$ cat config.mk
export PLATFORM = sky130hd
export DESIGN_NAME = ssp_tx_serializer
export DESIGN_NICKNAME = d
export VERILOG_FILES = /design/src/rtl/ssp_tx_pkg.sv /design/src/rtl/ssp_sck_divider.sv /design/src/rtl/ssp_tx_serializer.sv
export SDC_FILE = /design/constraint.sdc
export NUM_CORES = 1
export LEC_CHECK = 0
export CAP_MARGIN = 10
export CORE_UTILIZATION = 58
export DETAILED_ROUTE_END_ITERATION = 12
export GPL_ROUTABILITY_DRIVEN = 0
export PLACE_DENSITY = 0.85
export SLEW_MARGIN = 20
export SYNTH_ARGS = -nofsm -noshare
export SYNTH_HDL_FRONTEND = slang
export SYNTH_SLANG_ARGS = --single-unit
export TNS_END_PERCENT = 50
$ cat constraint.sdc
create_clock -name SSPCLK -period 5.1 [get_ports SSPCLK]
set_input_delay 0.765 -clock SSPCLK [delete_from_list [all_inputs] [get_ports SSPCLK]]
set_output_delay 0.765 -clock SSPCLK [all_outputs]
set_load 0.01 [all_outputs]
$ cat src/rtl/ssp_tx_pkg.sv
// Shared types and constants for the SSP serial shift engine.
package ssp_tx_pkg;

    localparam int DW_DEF   = 16;
    localparam int DIVW_DEF = 8;
    localparam int DSSW     = 4;
    localparam int NBW      = 5;   // holds frame lengths up to 16

    localparam logic [DSSW-1:0] MIN_DSS = 4'd3;

    typedef enum logic [1:0] {
        IDLE,
        SETUP,
        LEAD,
        TRAIL
    } ssp_state_e;

    // Frame length in bits; DSS codes below 3 are widened to a 4-bit frame.
    function automatic logic [NBW-1:0] effective_bits(input logic [DSSW-1:0] dss);
        logic [DSSW-1:0] d;
        d = (dss < MIN_DSS) ? MIN_DSS : dss;
        return {1'b0, d} + NBW'(1);
    endfunction

endpackage

$ cat src/rtl/ssp_sck_divider.sv
// Half-period down-counter: reloaded on each state entry, tc marks the last cycle.
module ssp_sck_divider #(
    parameter int DIVW = 8
) (
    input  logic            SSPCLK,
    input  logic            SSPRST,
    input  logic            load,
    input  logic [DIVW-1:0] load_val,
    output logic [DIVW-1:0] cnt,
    output logic            tc
);

    always_ff @(posedge SSPCLK or posedge SSPRST) begin
        if (SSPRST) begin
            cnt <= '0;
        end else if (load) begin
            cnt <= load_val;
        end else if (cnt != '0) begin
            cnt <= cnt - DIVW'(1);
        end
    end

    assign tc = (cnt == '0);

endmodule

$ cat src/rtl/ssp_tx_serializer.sv
// Motorola SPI master shift engine: pulls words from the TX FIFO head,
// shifts them out MSB first and returns the frame sampled on SSPRXD.
module ssp_tx_serializer
    import ssp_tx_pkg::*;
#(
    parameter int DW   = DW_DEF,
    parameter int DIVW = DIVW_DEF
) (
    input  logic              SSPCLK,
    input  logic              SSPRST,
    input  logic              SSE,
    input  logic              SPO,
    input  logic [DSSW-1:0]   DSS,
    input  logic [DIVW-1:0]   ClkDiv,
    input  logic              TxDataAvlbl,
    input  logic [DW-1:0]     TxData,
    input  logic              SSPRXD,
    output logic              TxFRdPtrInc,
    output logic              SSPCLKOUT,
    output logic              SSPTXD,
    output logic              SSPFSSOUT,
    output logic [DW-1:0]     RxData,
    output logic              RxWrEn,
    output logic              TxRxBSY
);

    localparam int BCW = $clog2(DW);

    ssp_state_e      state_q, state_d;
    logic [DW-2:0]   tx_sr;      // bits still to send after the one on SSPTXD
    logic [DW-1:0]   rx_sr, rx_next;
    logic [BCW-1:0]  bitcnt;
    logic [NBW-1:0]  n_q;
    logic [DIVW-1:0] clkdiv_q;
    logic [DIVW-1:0] hcnt, div_val;
    logic            div_load, tc;
    logic            sck_ph;
    logic            start, lead_first, last_bit;

    assign start      = (state_q == IDLE) && SSE && TxDataAvlbl;
    assign lead_first = (state_q == LEAD) && (hcnt == clkdiv_q);
    assign last_bit   = (NBW'(bitcnt) == (n_q - NBW'(1)));
    assign rx_next    = lead_first ? {rx_sr[DW-2:0], SSPRXD} : rx_sr;

    // IDLE reloads every cycle from the live ClkDiv so SETUP is exact at load.
    assign div_load = (state_q == IDLE) || tc;
    assign div_val  = (state_q == IDLE) ? ClkDiv : clkdiv_q;

    ssp_sck_divider #(.DIVW(DIVW)) u_div (
        .SSPCLK   (SSPCLK),
        .SSPRST   (SSPRST),
        .load     (div_load),
        .load_val (div_val),
        .cnt      (hcnt),
        .tc       (tc)
    );

    // SCK is kept as a registered phase; SPO is static configuration, so the
    // idle level tracks it directly, including while reset is held.
    assign SSPCLKOUT = sck_ph ^ SPO;

    always_ff @(posedge SSPCLK or posedge SSPRST) begin
        if (SSPRST) state_q <= IDLE;
        else        state_q <= state_d;
    end

    always_comb begin
        state_d = state_q;
        case (state_q)
            IDLE:    if (start) state_d = SETUP;
            SETUP:   if (tc)    state_d = LEAD;
            LEAD:    if (tc)    state_d = TRAIL;
            TRAIL:   if (tc)    state_d = last_bit ? IDLE : LEAD;
            default:            state_d = IDLE;
        endcase
    end

    always_ff @(posedge SSPCLK or posedge SSPRST) begin
        if (SSPRST) begin
            TxFRdPtrInc <= 1'b0;
            SSPTXD      <= 1'b0;
            SSPFSSOUT   <= 1'b1;
            RxData      <= '0;
            RxWrEn      <= 1'b0;
            TxRxBSY     <= 1'b0;
            sck_ph      <= 1'b0;
            tx_sr       <= '0;
            rx_sr       <= '0;
            bitcnt      <= '0;
            n_q         <= '0;
            clkdiv_q    <= '0;
        end else begin
            TxFRdPtrInc <= 1'b0;
            RxWrEn      <= 1'b0;
            if (lead_first) rx_sr <= rx_next;
            case (state_q)
                IDLE: begin
                    sck_ph <= 1'b0;
                    if (start) begin
                        tx_sr       <= TxData[DW-2:0];
                        SSPTXD      <= TxData[DW-1];
                        TxFRdPtrInc <= 1'b1;
                        SSPFSSOUT   <= 1'b0;
                        TxRxBSY     <= 1'b1;
                        rx_sr       <= '0;
                        bitcnt      <= '0;
                        n_q         <= effective_bits(DSS);
                        clkdiv_q    <= ClkDiv;
                    end else begin
                        SSPFSSOUT <= 1'b1;
                        TxRxBSY   <= 1'b0;
                    end
                end
                SETUP: if (tc) sck_ph <= 1'b1;
                LEAD: begin
                    if (tc) begin
                        sck_ph <= 1'b0;
                        tx_sr  <= {tx_sr[DW-3:0], 1'b0};
                        SSPTXD <= last_bit ? 1'b0 : tx_sr[DW-2];
                        // rx_next already holds the Nth sample when H is 1
                        if (last_bit) begin
                            RxWrEn <= 1'b1;
                            RxData <= rx_next;
                        end
                    end
                end
                TRAIL: begin
                    if (tc) begin
                        if (!last_bit) begin
                            bitcnt <= bitcnt + BCW'(1);
                            sck_ph <= 1'b1;
                        end else begin
                            SSPFSSOUT <= 1'b1;
                            TxRxBSY   <= 1'b0;
                        end
                    end
                end
                default: ;
            endcase
        end
    end

endmodule

==> results of run 1 <==
==> Yosys cell counts, types with 2 or more instances <==
master / count
inv_1: 21
mux2_2: 7
nand4_1: 2
clkbuf_1: 9
mux2_1: 2
xnor2_1: 12
nand2_1: 55
nand3_1: 7
and3_1: 3
a21oi_1: 10
nor2b_1: 2
xor2_1: 8
nor3_1: 3
ha_1: 4
and2_1: 3
o21bai_1: 2
o21ai_0: 27
dfrtp_1: 79
nor2_1: 22
mux2i_1: 47
==> power groups by stage <==
stage	registers, mW	clock network [mW]	logic (mW)
3_5_place_dp	0.646	0	0.0494
6_report	0.634	0.513	0.0484
5_1_grt	0.634	0.548	0.0546
2_1_floorplan	0.646	0	0.0160
3_3_place_gp	0.646	0	0.0488
4_1_cts	0.634	0.520	0.0495
==> stage by stage <==
| stage | util | instance area (um2) | hold slack, ns |
|---|---|---|---|
| global placement | 0.719 | 4380 | 0.461 |
| detailed placement | 0.719 | 4380 | 0.474 |
| global route | 0.756 | 4610 | 0.514 |
| finish | 0.756 | 4610 | 0.492 |
| floorplan | - | 3760 | 0.449 |
| CTS | 0.755 | 4600 | 0.499 |
==> sequential cells by signal, summed over array words and instances (netlist names), 2 cells and up <==
register	count
RxData	16
rx_sr	16
tx_sr	15
clkdiv_q	8
u_div.cnt	8
n_q	5
bitcnt	4
state_q	2
==> layout make-up <==
type,count,area [um2]
Clock buffer,9,124
Clock inverter,7,96.3
Fill cell,418,1490
Inverter,22,83.8
Multi-Input combinational cell,236,1620
Sequential cell,80,2000
Tap cell,75,93.8
Timing Repair Buffer,60,588
==> worst max-delay path, stage by stage <==
cell and delay [ns]:
clkdlybuf4s50_1 0.50, xor2_1 0.20, clkdlybuf4s50_1 0.57
==> worst min-delay path by stage <==
stage | startpoint | to | depth (start not counted)
detailed placement | tx_sr[7] | tx_sr[7] | 2
CTS | tx_sr[14] | tx_sr[14] | 2
finish | tx_sr[5] | tx_sr[5] | 2
global placement | tx_sr[7] | tx_sr[7] | 2
floorplan | tx_sr[14] | tx_sr[14] | 2
global route | tx_sr[9] | tx_sr[9] | 2
==> logic make-up (layout without fill, tap and decap cells) <==
family / after synthesis / in the layout / synth area share
compound gates: 47 / 47 / 0.0732
buf+inv: 36 / 98 / 0.0422
simple gates: 109 / 109 / 0.140
xor+xnor: 20 / 20 / 0.0466
fa+ha+maj: 4 / 4 / 0.0133
flops: 80 / 80 / 0.533
mux: 56 / 56 / 0.152
==> per-layer routing <==
layer  up-vias  GRT usage  share of wire  routed length, um
met5         -          0              0                  0
met4         0      0.109          0.016                115
met3        15     0.0451          0.031                225
met2        56      0.391           0.49               3610
met1      1284      0.327           0.46               3360
li1       1296          -              -                  -
==> impl_metrics.ini, run 1 <==
[place]
post-place-ws_ns = 2.17
dp_hpwl_mm = 4.92
io_buffers = 55
dp.cells = 473

[route]
routed_wl_mm = 7.31
viasPerCell = 5.42
initialDrtViolationCount = 137
drc = 0
num_vias = 2651
ant_nets = 0
wl_per_cell_um = 14.9
drt_first_pass_iters = 4

[sta]
slew_headroom = 0.283
finClkSkew_ns = 0.00776
min_period_over_period = 0.548
tns_ns = 0
fin_crit_ns = 2.80
final-hold-violation-count = 0
fmax_mhz = 358
rsz0062_at_grt = no
setup_violations = 0
worst_slack_ns = 2.30
drv_slew = 0
worstMarginPinSlew_ns = 1.07

[synthesis]
netlist_area_um2 = 3760
synth_flop_cell = dfrtp_1
synth_fp_nets = 390
syn_avg_cell_area_um2 = 10.7
synth_cells = 352
synth.distinct_cells = 47
ys_ff_latch = 80
synth_top_area_frac = 0.526
synthArstFlopShare = 1.00
ys_warn_count = 0
synth_area_leader_cell = dfrtp_1
yosysSeqAreaShare = 0.533
synth_edf_count = 0
synth.area.top_cells = dfrtp_1 53%, mux2i_1 13%, nand2_1 5.5%

[grt]
antenna_found_initial = 0
grt_usage = 0.245
grt.overflow.total = 0
grt_pass1_wl_mm = 12.2
grt_max_degree = 42
grt_pass1_vias = 2548

[pwr]
p_sw_uw = 259
powerDensity_nw_per_um2 = 259
swShare = 0.217
irDropWorstVdd_uv = 170
p_leak_nw = 1.98
internal_power_uw = 936
total_power_mw = 1.20
comb_power_share = 0.041
seq_power_share = 0.530
p_clk_frac = 0.429

[clocking]
cts_tree = done
htree_levels = 3
root_buffer = clkbuf_8
post-cts-setup-buffers = 0
clk_pin_slew_ns = 0.08
insertion_delay_ns = 0.36
cts.repair.resized = 0
cts-hold-fix-buffers = 0
clkSinkCount = 80
clk_path_buf_depth = 2
numCtsBuffers = 9

[layout]
stdcell_count = 489
mostFrequentLayoutCells = 79 x dfrtp_1, 55 x nand2_1, 55 x clkdlybuf4s50_1
nets = 447
drive_gt1_frac = 0.0942
area_growth_pct = 22.6
n_antenna_cell = 0
final_common_cell = dfrtp_1

[setup_path]
r2r_cells = 5
critPathLaunch = SPO
reg2reg_to = RxData[1]
start_kind = primary input
crit_required_ns = 4.34
worst-r2r-setup-slack_ns = 2.51
critPathKind = in2out
arrival_ns = 2.03
path_max_fanout = 1
end_kind = primary output
reg2reg_from = u_div.cnt[2]
setup.worst_path.end = SSPCLKOUT

[floorplan]
start_util = 0.617
die_area_um2 = 6810
die_y_um = 82.5
core_area_um2 = 6100
num_rows = 28
die_w_um = 82.5
io_pins = 56

[status]
status = finished, final reports clean

[min_path]
min_path_type = reg2reg

[flow_run]
drv_cap = 0
(Power assumes the default switching activity.)
==> run 2: changes to the inputs <==
Settings changed: CORE_UTILIZATION 58 to 54, PLACE_DENSITY 0.85 to 0.8.
Clock period 5.1 ns to 2.9 ns, I/O delays scaled along.
==> run 2 against run 1 <==
Effect of this change: count of clock-buffer cells in the layout is the same; clock power grew 64%; first-iteration DRC count down 20%; critical path depth up 2; setup slack got worse by 1.9 ns; wire length is 4.3% lower; non-clock buffer count grew 3.
==> impl_metrics.ini, run 2 (same netlist as run 1, synthesis figures left out) <==
[status]
status = finished, final reports clean

[floorplan]
start_util = 0.557
io_pins = 56
die_area_um2 = 7300
core_area_um2 = 6760
die_y_um = 85.5
num_rows = 30
die_w_um = 85.5

[layout]
final_common_cell = dfrtp_1
drive_gt1_frac = 0.101
stdcell_count = 497
nets = 450
fillCellCount = 514
finish.instance_area_um2 = 4620
area_growth_pct = 22.9
mostFrequentLayoutCells = 79 x dfrtp_1, 55 x nand2_1, 55 x clkdlybuf4s50_1
n_antenna_cell = 0
reg.largest.list = RxData (16), rx_sr (16), tx_sr (15)

[setup_path]
r2r_cells = 5
worst-r2r-setup-slack_ns = 0.41
crit_required_ns = 3.14
arrival_ns = 2.74
end_kind = register
path_max_fanout = 17
reg2reg_to = RxData[1]
critPathKind = reg2reg
critPathLaunch = u_div.cnt[2]
reg2reg_from = u_div.cnt[2]
start_kind = register

[min_path]
min_path_type = in2async

[grt]
grt.overflow.total = 0
grt_pass1_vias = 2650
grt_max_degree = 41
grt_usage = 0.213
grt_pass1_wl_mm = 12.1
antenna_found_initial = 0

[sta]
tns_ns = 0
drv_slew = 0
slew_headroom = 0.522
min_period_over_period = 0.860
worstMarginPinSlew_ns = 0.715
final-hold-violation-count = 0
rsz0062_at_grt = no
fmax_mhz = 401
setup_violations = 0
finClkSkew_ns = 0.00918
fin_crit_ns = 2.49

[route]
viasPerCell = 5.35
routed_wl_mm = 6.99
initialDrtViolationCount = 109
drc = 0
wl_per_cell_um = 14.1
num_vias = 2659
ant_nets = 0
drt_first_pass_iters = 4

[clocking]
insertion_delay_ns = 0.36
numCtsBuffers = 9
post-cts-setup-buffers = 0
clk_path_buf_depth = 2
root_buffer = clkbuf_8
cts-hold-fix-buffers = 0
htree_levels = 3
cts_tree = done
clkSinkCount = 80
clk_pin_slew_ns = 0.09
cts.repair.resized = 0

[pwr]
powerDensity_nw_per_um2 = 442
irDropWorstVdd_uv = 288
total_power_mw = 2.04
p_leak_nw = 1.99

[place]
dp_hpwl_mm = 4.80
io_buffers = 55
dp.cells = 481
placed_area_um2 = 4410

[flow_run]
drv_cap = 0
[run 2: worst max path at each step]
| stage | end | slack (ns) | cells past startpoint |
|---|---|---|---|
| detailed placement | RxData[1] | 0.43 | 7 |
| CTS | RxData[1] | 0.40 | 7 |
| floorplan | RxData[0] | 0.41 | 1 |
| global route | RxData[1] | 0.28 | 5 |
| global placement | RxData[1] | 0.54 | 5 |
| finish | RxData[1] | 0.41 | 5 |
[run 2: cell type report]
cell class / count / area, um2 / share of cell area
multi-input combinational: 236 / 1620 / 0.351
clock inverter: 7 / 77.6 / 0.0168
timing repair buffer: 63 / 611 / 0.132
clock buffer: 9 / 124 / 0.0268
inverter: 22 / 83.8 / 0.0181
sequential: 80 / 2000 / 0.434
tap: 80 / 100 / 0.0217
[run 2: through the flow]
| step | hold WS [ns] | utilization | setup WS [ns] |
|---|---|---|---|
| floorplan | 0.449 | - | 0.415 |
| global placement | 0.465 | 0.653 | 0.545 |
| detailed placement | 0.470 | 0.653 | 0.429 |
| CTS | 0.489 | 0.683 | 0.398 |
| global route | 0.515 | 0.684 | 0.280 |
| finish | 0.464 | 0.684 | 0.406 |
[run 2: power by group]
part           total [mW]  internal (mW)  switching (mW)
clock network       0.839          0.407           0.432
logic              0.0875         0.0502          0.0373
registers            1.11           1.11               0
[run 2: metal layers]
metal	GRT usage	wire (um)
met5	0	0
met4	0.0773	80
met3	0.0496	283
met2	0.359	3460
met1	0.271	3170
[run 2: critical path, stage by stage, from the launching register on]
cell and delay [ns]:
dfrtp_1 0.46, or4_4 0.61, nor4b_4 0.44, nand2_2 0.16, nor2_8 0.32, mux2_2 0.38
==> run 3: changes to the inputs <==
Settings changed: CORE_UTILIZATION 54 to 30, PLACE_DENSITY 0.8 to unset.
==> run 3 against run 2 <==
Effect of this change: sequential share of layout area fell by 2.0 points; register-to-register slack improved by 0.08 ns; sequential cell count stayed put; clock power is 39% higher; first-iteration DRC count decreased by 11%; maximum frequency up 3.2%; total power increased by 17%; combinational power grew 1%; core utilization down 28 points; critical path type unchanged.
==> impl_metrics.ini, run 3 (same netlist as run 1, synthesis figures left out) <==
[status]
status = finished, final reports clean

[clocking]
insertion_delay_ns = 0.33
cts.repair.resized = 0
root_buffer = clkbuf_16
clk_path_buf_depth = 2
numCtsBuffers = 9
clkSinkCount = 80
cts_tree = done
clk_pin_slew_ns = 0.07
cts-hold-fix-buffers = 0
htree_levels = 3
post-cts-setup-buffers = 0

[layout]
fillCellCount = 1224
area_growth_pct = 28.9
nets = 449
reg.largest.list = RxData (16), rx_sr (16), tx_sr (15)
multi_input_area_um2 = 1620
n_antenna_cell = 0
mostFrequentLayoutCells = 79 x dfrtp_1, 55 x nand2_1, 55 x clkdlybuf4s50_1
seqCellArea_um2 = 2000
final_common_cell = dfrtp_1
drive_gt1_frac = 0.0986

[grt]
use_met1 = 0.160
grt_pass1_wl_mm = 12.7
grt_use_met3 = 0.0425
grt_pass1_vias = 2644
antenna_found_initial = 0
grt.overflow.total = 0
grt_usage = 0.126
busiest_layer = met2
met2_usage = 0.206
grt_max_degree = 81

[floorplan]
die_area_um2 = 13000
io_pins = 56
core_area_um2 = 12100
die_y_um = 114
die_w_um = 114
num_rows = 40
start_util = 0.311

[sta]
fmax_mhz = 414
finClkSkew_ns = 0.00644
rsz0062_at_grt = no
worstMarginPinSlew_ns = 0.779
fin_crit_ns = 2.42
tns_ns = 0
drv_slew = 0
setup_violations = 0
final-hold-violation-count = 0
min_period_over_period = 0.833
slew_headroom = 0.479

[setup_path]
end_kind = register
start_kind = register
cpPeakStageDelay_ns = 0.59
path_max_fanout = 11
arrival_ns = 2.67
path_cells = or4_4 > nor4b_4 > nand2_2 > nor2_8 > buf_4 > mux2i_1
crit_slowest_cell = or4_4
crit_required_ns = 3.15
critPathKind = reg2reg

[route]
drc = 0
routed_wl_mm = 7.53
wl_per_cell_um = 12.9
drt_first_pass_iters = 4
num_vias = 2623
ant_nets = 0
viasPerCell = 4.49
initialDrtViolationCount = 97

[flow_run]
drv_cap = 0

[place]
io_buffers = 55
dp_hpwl_mm = 5.21

[pwr]
total_power_mw = 2.38
powerDensity_nw_per_um2 = 491
irDropWorstVdd_uv = 292
p_leak_nw = 2.04

[min_path]
min_path_type = reg2reg
==> run 3: final cells by class <==
cell class | instances | share of cell area
tap | 168 | 0.0434
multi-input combinational | 236 | 0.334
sequential | 80 | 0.413
inverter | 22 | 0.0173
clock inverter | 6 | 0.0155
clock buffer | 10 | 0.0493
timing repair buffer | 62 | 0.127
==> run 3: through the flow <==
| step | hold slack, ns | setup slack (ns) | instances | cell area [um2] | util |
|---|---|---|---|---|---|
| 2_1_floorplan | 0.449 | 0.415 | 352 | 3760 | - |
| 3_3_place_gp | 0.463 | 0.568 | 568 | 4530 | 0.374 |
| 3_5_place_dp | 0.474 | 0.507 | 568 | 4530 | 0.374 |
| 4_1_cts | 0.488 | 0.494 | 584 | 4840 | 0.400 |
| 5_1_grt | 0.510 | 0.328 | 584 | 4850 | 0.400 |
| 6_report | 0.484 | 0.484 | 584 | 4850 | 0.400 |
==> run 3: per-layer routing <==
metal | vias up | wire, um
li1 | 1304 | -
met5 | - | 0
met2 | 52 | 3580
met3 | 2 | 346
met4 | 0 | 26
met1 | 1265 | 3580
==> run 3: final timing paths <==
check                             start         to  slack, ns  cells after the start
max                        u_div.cnt[2]  RxData[9]       0.48                      6
min                           tx_sr[11]  tx_sr[11]       0.48                      2
max reg2reg                u_div.cnt[2]  RxData[9]       0.48                      6
min reg2reg                   tx_sr[11]  tx_sr[11]       0.48                      2
max in group asynchronous        SSPRST  SSPFSSOUT       2.03                      3
min in group asynchronous        SSPRST  rx_sr[11]       0.50                      3
==> run 3: power by group <==
part	internal (mW)	switching (mW)	total, mW
registers	1.12	0	1.12
logic	0.0507	0.0380	0.0886
clock network	0.704	0.470	1.17
total	1.87	0.508	2.38
==> run 3: worst max-delay path: cells and delay by family, from the launching register on <==
| kind | cells | cell delay, ns |
|---|---|---|
| DFF | 1 | 0.45 |
| and+or+nand+nor | 4 | 1.41 |
| muxes | 1 | 0.22 |
| buffers and inverters | 1 | 0.26 |
